===== src/rtl/spi_sclk_engine.sv =====
// SPI serial-clock engine: generates sclk/cs_n and per-bit shift/sample
// strobes for one frame of nbits bits, in any of the four SPI modes.
// Optional build macro SPI_SCLK_CS_GUARD_EN adds a div+1 cycle chip-select
// lead before the first edge and trail after the last edge.
// All outputs are registered; strobes change in the same cycle as sclk.
module spi_sclk_engine #(
  parameter int DIV_WIDTH = 8,
  parameter int CNT_WIDTH = 6
) (
  input  logic                 aclk,
  input  logic                 aresetn,
  input  logic                 start,
  input  logic                 cpol,
  input  logic                 cpha,
  input  logic [DIV_WIDTH-1:0] div,
  input  logic [CNT_WIDTH-1:0] nbits,
  output logic                 sclk,
  output logic                 cs_n,
  output logic                 shift_en,
  output logic                 sample_en,
  output logic                 busy,
  output logic                 done
);

`ifdef SPI_SCLK_CS_GUARD_EN
  typedef enum logic [2:0] {IDLE, LEAD, RUN, TRAIL, DONE} state_e;
`else
  typedef enum logic [2:0] {IDLE, RUN, DONE} state_e;
`endif

  localparam logic [DIV_WIDTH-1:0] HCNT_ONE = {{(DIV_WIDTH-1){1'b0}}, 1'b1};
  localparam logic [CNT_WIDTH:0]   ECNT_ONE = {{CNT_WIDTH{1'b0}}, 1'b1};

  state_e               state_q, state_d;
  logic                 cpol_q, cpol_d;
  logic                 cpha_q, cpha_d;
  logic [DIV_WIDTH-1:0] div_q, div_d;
  logic [CNT_WIDTH-1:0] nbits_q, nbits_d;
  logic [DIV_WIDTH-1:0] hcnt_q, hcnt_d;
  // One bit wider than nbits so 2*nbits edges never wrap.
  logic [CNT_WIDTH:0]   ecnt_q, ecnt_d;
  logic                 sclk_q, sclk_d;
  logic                 cs_n_q, cs_n_d;
  logic                 shift_q, shift_d;
  logic                 sample_q, sample_d;
  logic                 busy_q, busy_d;
  logic                 done_q, done_d;

  logic [CNT_WIDTH:0]   total_edges;
  logic                 hcnt_hit;
  logic                 lead_edge;
  logic                 last_edge;

  assign total_edges = {nbits_q, 1'b0};
  assign hcnt_hit    = (hcnt_q == div_q);
  assign lead_edge   = ~ecnt_q[0];
  assign last_edge   = (ecnt_q == (total_edges - ECNT_ONE));

  // Next-state and registered-output logic for the frame sequencer.
  always_comb begin
    state_d  = state_q;
    cpol_d   = cpol_q;
    cpha_d   = cpha_q;
    div_d    = div_q;
    nbits_d  = nbits_q;
    hcnt_d   = hcnt_q;
    ecnt_d   = ecnt_q;
    sclk_d   = sclk_q;
    cs_n_d   = cs_n_q;
    busy_d   = busy_q;
    shift_d  = 1'b0;
    sample_d = 1'b0;
    done_d   = 1'b0;
    case (state_q)
      IDLE: begin
        sclk_d = cpol;
        hcnt_d = '0;
        ecnt_d = '0;
        if (start) begin
          if (nbits != '0) begin
            cpol_d  = cpol;
            cpha_d  = cpha;
            div_d   = div;
            nbits_d = nbits;
            busy_d  = 1'b1;
            cs_n_d  = 1'b0;
`ifdef SPI_SCLK_CS_GUARD_EN
            state_d = LEAD;
`else
            state_d = RUN;
            shift_d = ~cpha;
`endif
          end else begin
            state_d = DONE;
            done_d  = 1'b1;
          end
        end
      end
`ifdef SPI_SCLK_CS_GUARD_EN
      LEAD: begin
        if (hcnt_hit) begin
          state_d = RUN;
          hcnt_d  = '0;
          shift_d = ~cpha_q;
        end else begin
          hcnt_d = hcnt_q + HCNT_ONE;
        end
      end
`endif
      RUN: begin
        if (ecnt_q == total_edges) begin
`ifdef SPI_SCLK_CS_GUARD_EN
          state_d = TRAIL;
          hcnt_d  = '0;
`else
          state_d = DONE;
          done_d  = 1'b1;
          busy_d  = 1'b0;
          cs_n_d  = 1'b1;
`endif
        end else if (hcnt_hit) begin
          sclk_d = ~sclk_q;
          ecnt_d = ecnt_q + ECNT_ONE;
          hcnt_d = '0;
          if (cpha_q) begin
            shift_d  = lead_edge;
            sample_d = ~lead_edge;
          end else begin
            shift_d  = ~lead_edge & ~last_edge;
            sample_d = lead_edge;
          end
        end else begin
          hcnt_d = hcnt_q + HCNT_ONE;
        end
      end
`ifdef SPI_SCLK_CS_GUARD_EN
      TRAIL: begin
        if (hcnt_hit) begin
          state_d = DONE;
          done_d  = 1'b1;
          busy_d  = 1'b0;
          cs_n_d  = 1'b1;
        end else begin
          hcnt_d = hcnt_q + HCNT_ONE;
        end
      end
`endif
      DONE: begin
        state_d = IDLE;
        hcnt_d  = '0;
        ecnt_d  = '0;
      end
      default: state_d = IDLE;
    endcase
  end

  // State and output registers with asynchronous active-low reset.
  always_ff @(posedge aclk or negedge aresetn) begin
    if (!aresetn) begin
      state_q  <= IDLE;
      cpol_q   <= 1'b0;
      cpha_q   <= 1'b0;
      div_q    <= '0;
      nbits_q  <= '0;
      hcnt_q   <= '0;
      ecnt_q   <= '0;
      sclk_q   <= 1'b0;
      cs_n_q   <= 1'b1;
      shift_q  <= 1'b0;
      sample_q <= 1'b0;
      busy_q   <= 1'b0;
      done_q   <= 1'b0;
    end else begin
      state_q  <= state_d;
      cpol_q   <= cpol_d;
      cpha_q   <= cpha_d;
      div_q    <= div_d;
      nbits_q  <= nbits_d;
      hcnt_q   <= hcnt_d;
      ecnt_q   <= ecnt_d;
      sclk_q   <= sclk_d;
      cs_n_q   <= cs_n_d;
      shift_q  <= shift_d;
      sample_q <= sample_d;
      busy_q   <= busy_d;
      done_q   <= done_d;
    end
  end

  assign sclk      = sclk_q;
  assign cs_n      = cs_n_q;
  assign shift_en  = shift_q;
  assign sample_en = sample_q;
  assign busy      = busy_q;
  assign done      = done_q;

endmodule


===== config.mk =====
export PLATFORM = sky130hd
export DESIGN_NAME = spi_sclk_engine
export DESIGN_NICKNAME = d
export VERILOG_FILES = /design/src/rtl/spi_sclk_engine.sv
export SDC_FILE = /design/constraint.sdc
export NUM_CORES = 1
export LEC_CHECK = 0
export CAP_MARGIN = 40
export CORE_UTILIZATION = 50
export DETAILED_ROUTE_END_ITERATION = 8
export HOLD_SLACK_MARGIN = 0.1
export PLACE_DENSITY = 0.83
export SETUP_SLACK_MARGIN = 0.5
export SLEW_MARGIN = 20
export SYNTH_ARGS = -nofsm -noshare
export SYNTH_HDL_FRONTEND = slang
export SYNTH_SLANG_ARGS = --single-unit

===== constraint.sdc =====
create_clock -name aclk -period 1.8 [get_ports aclk]
set_input_delay 0.36 -clock aclk [delete_from_list [all_inputs] [get_ports aclk]]
set_output_delay 0.36 -clock aclk [all_outputs]
set_load 0.02 [all_outputs]

# Word level (Yosys, flattened, before mapping)
# Index checks and enable logic that the tools add are counted.
[totals]
register_bits = 39
in_bits = 19
output_inout_bits = 6
word_cells = 76
[classes]
add_sub_neg = 3
n_eq_ne = 10
n_mux = 35
bitwise = 5
reduce_logical = 11
[op_table]
columns = ["cell", "n"]
rows = [
  ["$mux 1", 20],
  ["$mux 8", 2],
  ["$pmux 8 s2", 1],
  ["$eq 7x7->1", 2],
  ["$mux 7", 2],
  ["$pmux 7 s2", 1],
  ["$ne 2x2->1 const B", 5],
  ["$pmux 1 s2", 5],
  ["$reduce_and 3->1", 3],
  ["$add 8x1->8 const B", 1],
  ["$eq 8x8->1", 1],
  ["$add 7x1->7 const B", 1],
  ["$sub 7x1->7 const B", 1],
  ["$mux 3", 2],
  ["$pmux 3 s2", 1],
  ["$reduce_bool 6->1", 1],
  ["$not 1->1", 4],
  ["$reduce_and 2->1", 2],
  ["$reduce_and 4->1", 1],
  ["$reduce_bool 2->1", 2],
  ["$eq 3x1->1 const B", 1],
  ["$eq 3x2->1 const B", 1],
  ["$logic_not 3->1", 1],
  ["$mux 2", 1],
  ["other kinds (2)", 2],
]

# Logic depth before layout (Yosys ltp)
[depth]
depth_word = 8
depth_mapped = 7

# Least setup slack after synthesis
# Ideal clock, no wire load.
[synth_timing]
path_kind = "register to register"
from = "register ecnt_q[5]"
to = "register ecnt_q[1]"
setup_ns = 0.132
arrival_ns = 1.757
required_time_ns = 1.668
setup_slack_ns = -0.089
path_stages_with_launch = 7
path_buffers = 1
synth_period_minus_slack_ns = 1.889
path_cell_list = "dfrtp_1 > xor2_1 > or4_4 > o2111ai_2 > buf_6 > mux2i_1 > nor2_1"
[synth_via]
elab_chain_len = 3
[synth_lines]
columns = ["element", "line_no", "text"]
rows = [
  ["start: declaration", "41", "logic [CNT_WIDTH:0] ecnt_q, ecnt_d;"],
  ["start signal: assignment", "180", "ecnt_q <= ecnt_d;"],
  ["$eq 7x7->1", "111", "if (ecnt_q == total_edges) begin"],
  ["$ne 2x2->1 (no source line)", "--", ""],
  ["$reduce_and 3->1 (no source line)", "--", ""],
]
# No other way between the ends.
# A chain may end at the register's enable or synchronous reset.

# Worst setup path after layout
[layout_timing]
from = "register nbits_q[1]"
to = "register ecnt_q[1]"
[layout_via]
elab_chain_len = 3
[layout_lines]
columns = ["element", "line_no", "text"]
rows = [
  ["start: declaration", "38", "logic [CNT_WIDTH-1:0] nbits_q, nbits_d;"],
  ["start signal: assignment", "178", "nbits_q <= nbits_d;"],
  ["$eq 7x7->1", "111", ""],
  ["$ne 2x2->1 (no source line)", "--", ""],
  ["$reduce_and 3->1 (no source line)", "--", ""],
]
# No other way between the ends.

==> metrics.cfg <==
[run_status]
outcome=finished, violations left
violations=setup timing

[power_and_ir_drop]
p_clk_frac=0.175
p_int_mw=3.068
p_total_mw=5.227
p_comb_frac=0.547
p_per_area_mw_per_mm2=1584
peakVddDrop_v=0.001028
power_switching_mw=2.159
seq_power_share=0.278
p_leak_nw=1.474
swShare=0.4130

[logic_synthesis]
synth_edf_count=0
synthXorXnorAreaFrac=0.07636
synthAdderAreaFrac=0.01818
synth_ff_type=dfrtp_1
synth_top_family_by_area=simple AND/OR/NAND/NOR gates
synth.most_common_cell=dfrtp_1
synth-seq-cells=38
netlist_top_cells_count=dfrtp_1 (37), nand2_1 (20), a21oi_1 (17), xor2_1 (17), mux2_2 (14)
synth.yosys.seq_area_share=0.4612
synth_cell_types=46
async_flop_share=1.000
synth_simple_gate_area_frac=0.1733
yosys_warnings=0
synth_top_cell_by_area=dfrtp_1
synthTopCellsByArea=dfrtp_1 (45%), mux2_2 (7.6%), xor2_1 (7.2%)
synth_mux_area_frac=0.08606
synthesis.area_mm2=0.002064
syn-mean-instance-area_um2=10.17
syn_nets=225
synth_cells=203
yosysTopAreaCellShare=0.4485
synth_compound_area_frac=0.1479

[grt]
grt_max_degree=22
grt_antenna_before_repair=0
overflow=0
first_global_vias=2271
grt_usage=0.3967
grt_pass1_wl_um=12160

[critical_path]
crit_path_top_delay_cell=or4_4
crit_fanout=7
reg2reg_to=ecnt_q[1]
cp_cell_sequence=xor2_1 -> or4_4 -> o2111ai_4 -> mux2i_2 -> nor2_1
r2r_start=nbits_q[1]
required_ns=1.98
r2r_slack_ns=-0.37
crit_path_end_kind=flop
path_class=reg2reg
cp-start-kind=flop
slowest_delay_ns=0.61
reg2regPathDepth=5
critPathArrivalTime_ns=2.36

[place]
io_buffer_count=24
place_congestion=0.8767
dpl.hpwl_um=3842

[clocking]
clk_latency_ns=0.31
cts_max_level=2
path_clk_slew_ns=0.08
tritoncts=built
cts-root-buf=clkbuf_8
cts_sinks=38
numCtsBuffers=5
cts_buffer_depth=2

[drt]
num_vias=2345
drc=0
vias_per_cell=6.877
detail_route.wl_per_cell_um=26.96
antenna_violating_nets_post_route=0
wirelength_um=9193
dr.pass1.iters=5
drtIter0Drc=378

[timing]
maxSlewHeadroom=0.6647
worst_pin_slew_ns=0.4999
period_share=1.208
tns_ns=-5.592
fin_crit_ns=2.174
fmax_ghz=0.4600
fin_ws_ns=-0.3739
final-setup-viol-count=23
report.final.slew_viol_count=0
finalClockSkew_ns=0.009051
rsz0062_at_grt=yes
hold_violations=0

[cells_and_area]
fin_nets=314
n_antenna_cell=0
area_delta_synth_final_pct=59.82
utilization=0.8686
fillers=154
drive_above_1_share=0.5085

[min_path]
hold_end=nbits_q[2]
min_path_type=in2reg
whs_path_depth=2
min_from=nbits[2]

[die]
die_h_um=66.26
start_util=0.5435
fp.dieArea_mm2=0.004390
die_w_um=66.26
pin_count=25
num_rows=22
core-area_mm2=0.003799

[job]
maxCapViolCount=0

-- layout make-up --
type | instances | area, um^2 | area share
sequential | 38 | 955.9 | 0.2897
clock inverter | 3 | 68.82 | 0.02086
tap | 48 | 60.06 | 0.01820
clock buffer | 5 | 68.82 | 0.02086
timing repair buffer | 90 | 749.5 | 0.2272
inverter | 8 | 33.78 | 0.01024
multi-input combinational | 149 | 1363 | 0.4130
-- registers in the layout, summed over array words and instances (netlist names), 2 cells and up --
signal   count
hcnt_q       8
div_q        8
state_q      2
ecnt_q       7
nbits_q      6
-- stage by stage --
| stage | setup WS, ns | cell area [um^2] | hold slack (ns) | instances |
|---|---|---|---|---|
| after CTS | -0.1168 | 3146 | 0.4194 | 333 |
| after global routing | -0.3463 | 3299 | 0.3669 | 341 |
| after detailed placement | -0.2643 | 2653 | 0.3335 | 307 |
| after floorplan | -0.04160 | 2083 | 0.06441 | 203 |
| after global placement | -0.1773 | 2653 | 0.3360 | 307 |
| final | -0.3739 | 3299 | 0.3890 | 341 |
-- cell families (layout without fill, tap and decap cells) --
kind of cell	count (synthesis)	in the layout
and+or+nand+nor	64	64
buffers and inverters	17	106
xor gates and xnor gates	18	18
muxes	16	16
AOI/OAI and AO/OA	47	48
adders and majority gates	3	3
DFF	38	38
-- worst max-delay path by stage --
stage,start,endpoint,slack (ns)
2_1_floorplan,ecnt_q[2],ecnt_q[1],-0.04
3_5_place_dp,nbits_q[0],shift_en,-0.26
6_report,nbits_q[1],ecnt_q[1],-0.37
4_1_cts,nbits_q[0],shift_en,-0.12
5_1_grt,nbits_q[1],ecnt_q[1],-0.35
3_3_place_gp,nbits_q[0],shift_en,-0.18
-- routing by layer --
metal	vias up	GRT usage	routed length, um
li1	911	-	-
met1	1107	0.4894	3379
met2	260	0.6020	4109
met3	67	0.1121	1150
met4	0	0.2633	554
met5	-	0	0
-- timing repair --
item | 4_1_cts | 5_1_grt
hold buffers | 1 | 0
gates resized for setup | 88 | 24
endpoints found under the hold margin | 17 | 0
cloned | 1 | 0
setup buffers | 16 | 8
pin swaps | 25 | 20
setup endpoints to repair | 44 | 43
-- power by group through the flow --
| stage | Clock, mW | Combinational [mW] | Sequential, mW |
|---|---|---|---|
| 6_report | 0.915 | 2.86 | 1.45 |
| 4_1_cts | 0.890 | 2.38 | 1.40 |
| 3_3_place_gp | 0 | 1.70 | 1.39 |
| 2_1_floorplan | 0 | 1.04 | 1.39 |
| 5_1_grt | 0.939 | 2.95 | 1.47 |
| 3_5_place_dp | 0 | 1.81 | 1.41 |
-- layout by cell type, fill, tap and decap left out, types with 2 or more instances in the layout --
master           synthesis  layout
buf_6                    1       5
nand2_2                  0       3
clkbuf_8                 0       5
dfrtp_1                 37      34
dlygate4sd2_1            0       3
xor2_2                   0       2
nand3_1                  8       6
dfrtp_2                  0       3
or4_1                    3       2
o2111ai_4                0       2
nand3b_1                 3       3
inv_1                    8       5
o31ai_1                  5       4
clkdlybuf4s50_1          0      11
ha_1                     3       2
a21oi_2                  0      10
mux2_4                   0      14
inv_2                    0       2
buf_12                   0       2
nor4_4                   2       3
or3_4                    0       4
nor2_4                   0       2
bufinv_16                0       2
buf_4                    0      58
clkbuf_2                 0       2
buf_2                    4       5
a21oi_1                 17       7
o21ai_1                  4       5
nand2_1                 20      16
or3_1                    7       3
xor2_1                  17      15
nor2_1                  11       8
or4_4                    1       2
-- worst max-delay path, delay by kind of cell (launching register included) --
kind                      cells  cell delay [ns]
muxes                         1             0.34
xor gates and xnor gates      1             0.18
and+or+nand+nor               2             0.72
AOI/OAI and AO/OA             1             0.37
DFF                           1             0.45
No activity file was read; power rests on OpenSTA's default activity.
